==> src/rtl/tdc_pair_sched.sv <==
`default_nettype none
// ============================================================================
//  Module   : tdc_pair_sched
//  Purpose  : Pairs start (A) and stop (B) TDC timestamps in strict A-then-B
//             order, drops orphaned or timed-out events, and replays each pair
//             to the difference unit as two dval strobes separated by GAP idle
//             cycles. Each pair is tagged with the synchronised reference phase.
//  Revision : 1.0 - initial release
// ============================================================================
module tdc_pair_sched #(
    parameter int W       = 37,
    parameter int TIMEOUT = 5000,
    parameter int GAP     = 2
) (
    input  logic         clk,
    input  logic         rst,
    input  logic         a_valid,
    input  logic [W-1:0] a_ts,
    input  logic         b_valid,
    input  logic [W-1:0] b_ts,
    input  logic         ref_in,
    output logic [W-1:0] pair_mlt,
    output logic         pair_dval,
    output logic         pair_phase,
    output logic         err_timeout,
    output logic         err_order,
    output logic [15:0]  pair_cnt,
    output logic         busy
);

    // Wait counter is 16 bits unless TIMEOUT needs more.
    localparam int c_CNT_W = (TIMEOUT < 65536) ? 16 : $clog2(TIMEOUT);
    // Sequencer counter covers both the GAP and the 3-cycle cool-down.
    localparam int c_SEQ_W = $clog2(GAP + 4);

    // The counter reads 0 in the first WAIT_B cycle, so it holds
    // (cycles since A capture - 1). Deciding at TIMEOUT-2 places the
    // registered timeout pulse exactly TIMEOUT cycles after capture.
    localparam logic [c_CNT_W-1:0] c_TO_LAST   = c_CNT_W'(TIMEOUT - 2);
    localparam logic [c_SEQ_W-1:0] c_GAP_LAST  = c_SEQ_W'(GAP - 1);
    localparam logic [c_SEQ_W-1:0] c_COOL_LAST = c_SEQ_W'(2);

    typedef enum logic [2:0] {
        S_IDLE     = 3'd0,
        S_WAIT_B   = 3'd1,
        S_SEND_A   = 3'd2,
        S_GAP_WAIT = 3'd3,
        S_SEND_B   = 3'd4,
        S_COOL     = 3'd5
    } state_t;

    state_t             r_state;
    logic [W-1:0]       r_a;
    logic [W-1:0]       r_b;
    logic [c_CNT_W-1:0] r_cnt;
    logic [c_SEQ_W-1:0] r_seq;
    logic               r_ref_s1;
    logic               r_ref_s2;

    // Two-flop synchroniser for the asynchronous 10 kHz reference.
    always_ff @(posedge clk or negedge rst) begin
        if (!rst) begin
            r_ref_s1 <= 1'b0;
            r_ref_s2 <= 1'b0;
        end else begin
            r_ref_s1 <= ref_in;
            r_ref_s2 <= r_ref_s1;
        end
    end

    // Pairing FSM; every output is registered and set on the transition
    // into the state it belongs to.
    always_ff @(posedge clk or negedge rst) begin
        if (!rst) begin
            r_state     <= S_IDLE;
            r_a         <= '0;
            r_b         <= '0;
            r_cnt       <= '0;
            r_seq       <= '0;
            pair_mlt    <= '0;
            pair_dval   <= 1'b0;
            pair_phase  <= 1'b0;
            err_timeout <= 1'b0;
            err_order   <= 1'b0;
            pair_cnt    <= 16'd0;
            busy        <= 1'b0;
        end else begin
            pair_dval   <= 1'b0;
            err_timeout <= 1'b0;
            err_order   <= 1'b0;

            case (r_state)
                S_IDLE: begin
                    if (a_valid && b_valid) begin
                        r_a        <= a_ts;
                        r_b        <= b_ts;
                        pair_phase <= r_ref_s2;
                        pair_mlt   <= a_ts;
                        pair_dval  <= 1'b1;
                        busy       <= 1'b1;
                        r_state    <= S_SEND_A;
                    end else if (a_valid) begin
                        r_a        <= a_ts;
                        pair_phase <= r_ref_s2;
                        r_cnt      <= '0;
                        busy       <= 1'b1;
                        r_state    <= S_WAIT_B;
                    end else if (b_valid) begin
                        // Stop with no start: discard.
                        err_order  <= 1'b1;
                    end
                end

                S_WAIT_B: begin
                    if (b_valid) begin
                        // A stop wins over a same-cycle timeout; a colliding
                        // start is discarded so the pending A is kept.
                        r_b        <= b_ts;
                        pair_mlt   <= r_a;
                        pair_dval  <= 1'b1;
                        err_order  <= a_valid;
                        r_state    <= S_SEND_A;
                    end else if (a_valid) begin
                        // Second start before a stop: newest start replaces it.
                        r_a        <= a_ts;
                        pair_phase <= r_ref_s2;
                        r_cnt      <= '0;
                        err_order  <= 1'b1;
                    end else if (r_cnt == c_TO_LAST) begin
                        err_timeout <= 1'b1;
                        busy        <= 1'b0;
                        r_state     <= S_IDLE;
                    end else begin
                        r_cnt <= r_cnt + c_CNT_W'(1);
                    end
                end

                S_SEND_A: begin
                    r_seq   <= '0;
                    r_state <= S_GAP_WAIT;
                end

                S_GAP_WAIT: begin
                    if (r_seq == c_GAP_LAST) begin
                        pair_mlt  <= r_b;
                        pair_dval <= 1'b1;
                        pair_cnt  <= pair_cnt + 16'd1;
                        r_state   <= S_SEND_B;
                    end else begin
                        r_seq <= r_seq + c_SEQ_W'(1);
                    end
                end

                S_SEND_B: begin
                    r_seq   <= '0;
                    r_state <= S_COOL;
                end

                S_COOL: begin
                    // Let the downstream subtract/valid pipeline drain.
                    if (r_seq == c_COOL_LAST) begin
                        busy    <= 1'b0;
                        r_state <= S_IDLE;
                    end else begin
                        r_seq <= r_seq + c_SEQ_W'(1);
                    end
                end

                default: begin
                    busy    <= 1'b0;
                    r_state <= S_IDLE;
                end
            endcase
        end
    end

endmodule
`default_nettype wire
==> config.mk <==
export PLATFORM = sky130hd
export DESIGN_NAME = tdc_pair_sched
export DESIGN_NICKNAME = d
export VERILOG_FILES = /design/src/rtl/tdc_pair_sched.sv
export SDC_FILE = /design/constraint.sdc
export NUM_CORES = 1
export LEC_CHECK = 0
export ABC_AREA = 1
export CORE_UTILIZATION = 57
export DETAILED_ROUTE_END_ITERATION = 12
export PLACE_DENSITY = 0.95
export SLEW_MARGIN = 20
export SYNTH_ARGS = -nofsm -noshare
export SYNTH_HDL_FRONTEND = slang
export SYNTH_SLANG_ARGS = --single-unit
==> constraint.sdc <==
create_clock -name clk -period 5.8 [get_ports clk]
set_clock_uncertainty 0.15 [all_clocks]
set_input_delay 1.16 -clock clk [delete_from_list [all_inputs] [get_ports clk]]
set_output_delay 1.16 -clock clk [all_outputs]
set_load 0.02 [all_outputs]
# Yosys cells after proc, flatten, opt, wreduce, memory -nomap -nowiden

Index checks and enable logic that the tools add are counted.

Register bits after elaboration: 156
Input port bits: 79
Output and inout port bits: 58
Word-level logic and storage cells: 108

$add $sub $neg: 3
Equal/unequal tests: 23
Mux-type cells: 52
Bitwise logic cells: 1
Reductions and logical operators: 15

Operators with widths:

| kind                    | count |
|---|---|
| $mux W37                | 8 |
| $pmux W37 S2            | 2 |
| $pmux W37 S3            | 1 |
| $mux W16                | 5 |
| $add A16 B1 Y16 const B | 2 |
| $pmux W16 S2            | 1 |
| $mux W3                 | 9 |
| $ne A2 B2 Y1 const B    | 11 |
| $mux W1                 | 20 |
| $pmux W3 S6             | 1 |
| $eq A16 B13 Y1 const B  | 1 |
| $ne A3 B3 Y1 const B    | 4 |
| $reduce_and A5 Y1       | 2 |
| $eq A3 B2 Y1 const B    | 3 |
| $pmux W3 S3             | 1 |
| $eq A3 B1 Y1 const B    | 2 |
| $eq A3 B3 Y1 const B    | 2 |
| $reduce_and A3 Y1       | 2 |
| $reduce_and A6 Y1       | 1 |
| $reduce_bool A3 Y1      | 2 |
| $pmux W1 S2             | 2 |
| $pmux W1 S4             | 1 |
| $reduce_and A2 Y1       | 2 |
| $reduce_and A4 Y1       | 1 |
| other kinds (8)         | 8 |

# Depth between registers and ports, before layout

Depth after elaboration: 5
Depth in mapped cells: 12
Depth with buffers taken out: 11

# Worst setup path after synthesis

OpenSTA, ideal clock, no wires.

Path kind: input -> register
Start: in a_valid
End: reg r_cnt[2]
Setup time: 121 ps
Data arrival time: 1981 ps
Data required time: 5529 ps
Setup slack: 3548 ps
Cell stages on the path: 8
Cells stage by stage: clkinv_1 nand2_1 inv_1 nor2_1 nand2_1 buf_2 nand2_1 o21ai_1

Word-level cells in the longest chain between the ends: 3

Ends and longest elaborated chain:

| item                                              | line    | source |
|---|---|---|
| start: declaration                                | 17      | `input logic a_valid,` |
| $mux W16 or $logic_and A1 B1 Y1 (tied branches)   | 123, 94 |  |
| $mux W16 or $ne A2 B2 Y1 (tied branches)          | --      |  |
| $pmux W16 S2 or $reduce_and A5 Y1 (tied branches) | --      |  |
| end signal: assignment                            | 134     | `r_cnt <= r_cnt + c_CNT_W'(1);` |
| end: declaration                                  | 55      | `logic [c_CNT_W-1:0] r_cnt;` |

Several ways; a longest one is shown, not always the timed one. The select of a mux whose other input is x is not followed.
A chain may end at the register's enable or synchronous reset.

# Final worst setup path

Start: reg r_state[2]
End: reg r_cnt[0]

Word-level cells in the longest chain between the ends: 3

Ends and longest elaborated chain:

| item                                             | line | source |
|---|---|---|
| start: declaration                               | 52   | `state_t r_state;` |
| start signal: assignment                         | 75   | `r_state <= S_IDLE;` |
| start signal: assignment                         | 101  | `r_state <= S_SEND_A;` |
| start signal: assignment                         | 107  | `r_state <= S_WAIT_B;` |
| $eq A3 B1 Y1 or $logic_not A3 Y1 (tied branches) | 92   | `case (r_state)` |
| $ne A3 B3 Y1 (no line) (tied with other cells)   | --   |  |
| $reduce_and A5 Y1 (no line)                      | --   |  |

Several ways; a longest one is shown, not always the timed one.

==> results.cfg <==
[sta]
relSlewSlack = 0.3420
tightest_slew_ns = 0.9870
slew_violations = 0
period_needed_ns = 3.807
finalCritPeriodShare = 0.6564
hold_viol_final = 0
hold_ws_ns = 0.1972
tns_ns = 0
setup_violations = 0
fmax_ghz = 0.2627
rsz0062_at_grt = no

[clock_network]
cts_sinks = 156
clock_latency_ns = 0.43
post_cts_resized = 0
clock_path_buffers = 2
clk_pin_slew_ns = 0.06
cts_tree = done
cts_root_buf = clkbuf_16
h-tree-depth = 4
cts_hold_buf = 0
cts_setup_buffers = 0
cts_buffers = 17

[global_route]
antenna_found_initial = 0
grt_pass1_wl_um = 28450
busiest_layer = met2
grt_pass1_vias = 5874
grt_max_degree = 113
grt.overflow.total = 0
grtUsageMet3 = 0.06433
grtUsageMet1 = 0.3676
grtUsageMet2 = 0.4491
grt_use_total = 0.2783

[power_and_ir_drop]
ir_drop_mv = 0.3059
p_leak_uw = 0.004225
power_density_mw_per_mm2 = 519.0

[logic_synthesis]
synth_most_common_cell = nand2_1
synth_top_cell_by_area = dfrtp_1
async_flop_share = 1.000
syn_inst = 800
synth.distinct_cells = 35
ys_warn_count = 0
synth-edff-count = 0
ys_ff_latch = 156
synth_top_flop_cell = dfrtp_1
synth_top_area_frac = 0.5294
synth_fp_nets = 885
syn_area_mm2 = 0.007373
postSynthAreaPerCell_um2 = 9.217
synth-seq-area-share = 0.5294
synth_area_leaders = dfrtp_1 (53%), nand2_1 (9.2%), nor2_1 (4.1%)
synth_common_cells = nand2_1 (181), dfrtp_1 (156), nor2_1 (81)

[floorplan]
initial_core_util = 0.5843
die_y_um = 115.7
dieArea_mm2 = 0.01339
num_io_pins = 137
core-area_mm2 = 0.01262
fp.dieW_um = 115.7
rows = 41

[run_status]
outcome = complete, no violations

[cells_and_area]
nFillCells = 888
antenna_cells = 0
seqCellArea_mm2 = 0.003904
drive_above_1_share = 0.09840
nets = 1007
area_growth_pct = 27.15
multi_input_area_mm2 = 0.002952

[placement]
dp.final_hpwl_um = 11010
portBuffers = 136
finalWeightedCongestion = 0.8960

[detailed_routing]
drt-vias-per-instance = 5.474
first_pass_iters = 5
ant_nets = 0
wl_per_cell_um = 15.76
drt-total-wl_um = 17450
via_count = 6060
drt_iter0_markers = 456
drc = 0

[setup_path]
setup.worst_path.end_class = flip-flop
worst-path-max-fanout = 55
rr_startpoint = r_state[2]
startpoint = r_state[2]
worst-endpoint-required_ns = 5.98
path_class = reg2reg
cp_data_arrival_time_ns = 3.98
worst_setup_path_start_kind = flip-flop

[hold_path]
min-delay-start = r_ref_s1
hold_class = reg2reg

[job]
max_cap_viol_count = 0
-- worst max-delay path, stage by stage, from the launching register on --
cell     delay, ns
dfrtp_1       0.40
inv_2         0.13
nand2_4       0.30
nor2_8        0.74
nand2_2       0.17
nand2_2       0.11
buf_4         0.52
nor2_1        0.15
nand2_1       0.72
nand2_1       0.16
o21ai_1       0.14
-- registers in the layout (all words and copies together) (netlist names) --
name / count
pair_mlt: 37
r_a: 37
r_b: 37
pair_cnt: 16
r_cnt: 16
r_seq: 3
r_state: 3
busy: 1
err_order: 1
err_timeout: 1
pair_dval: 1
pair_phase: 1
r_ref_s1: 1
r_ref_s2: 1
-- cells in the final DEF (no fill, tap or decap), drive strengths merged, types with 3 or more instances in the layout --
cell,n
o21ai,59
a31oi,37
a22oi,37
clkdlybuf4s50,135
nor3,6
nand4,24
xnor2,5
clkbuf,22
a21oi,3
mux2,37
ha,6
nand2,187
nor2,86
o21bai,4
nand3,25
xor2,7
bufinv,3
clkinv,5
inv,78
buf,6
dfrtp,156
-- path summary, 6_finish.rpt --
kind | endpoint | slack [ns] | cells past startpoint
setup / recovery | r_cnt[0] | 1.99 | 10
hold / removal | r_ref_s2 | 0.20 | 0
setup reg to reg | r_cnt[0] | 1.99 | 10
hold reg to reg | r_ref_s2 | 0.20 | 0
max in group asynchronous | r_a[12] | 3.57 | 2
min in group asynchronous | pair_mlt[22] | 0.71 | 1
-- report_power, final --
part / total (µW) / switching [µW] / internal [µW]
sequential: 1810 / 278 / 1530
clock: 1150 / 438 / 711
combinational: 1910 / 1090 / 822
total: 4870 / 1800 / 3060
-- final cells by class --
cell class / count / share of cell area
multi-input combinational: 528 / 0.3148
tap: 172 / 0.02295
clock inverter: 10 / 0.01468
sequential: 156 / 0.4164
inverter: 78 / 0.03123
timing repair buffer: 141 / 0.1493
clock buffer: 22 / 0.05058
-- layer usage --
| layer | up-vias | part of all wire |
|---|---|---|
| li1 | 2911 | - |
| met5 | - | 0 |
| met3 | 31 | 0.055 |
| met4 | 0 | 0.021 |
| met2 | 226 | 0.49 |
| met1 | 2892 | 0.43 |
-- cells by family after synthesis --
| logic type | share of synthesized area |
|---|---|
| buf+inv | 0.07025 |
| xor+xnor | 0.01425 |
| fa+ha+maj | 0.01018 |
| compound gates | 0.1179 |
| flops | 0.5294 |
| mux | 0.06618 |
| simple gates | 0.1918 |
-- per-stage QoR --
step	util	worst slack, ns	instance area, µm²	std cells	power (µW)
finish	0.7429	1.993	9375	1107	4866
detailed placement	0.6944	1.868	8763	1075	3701
global route	0.7429	1.677	9375	1107	5167
CTS	0.7429	1.963	9375	1107	4881
global placement	0.6944	2.053	8763	1075	3610
floorplan	-	3.548	7373	800	3091
No activity file was read; power rests on OpenSTA's default activity.
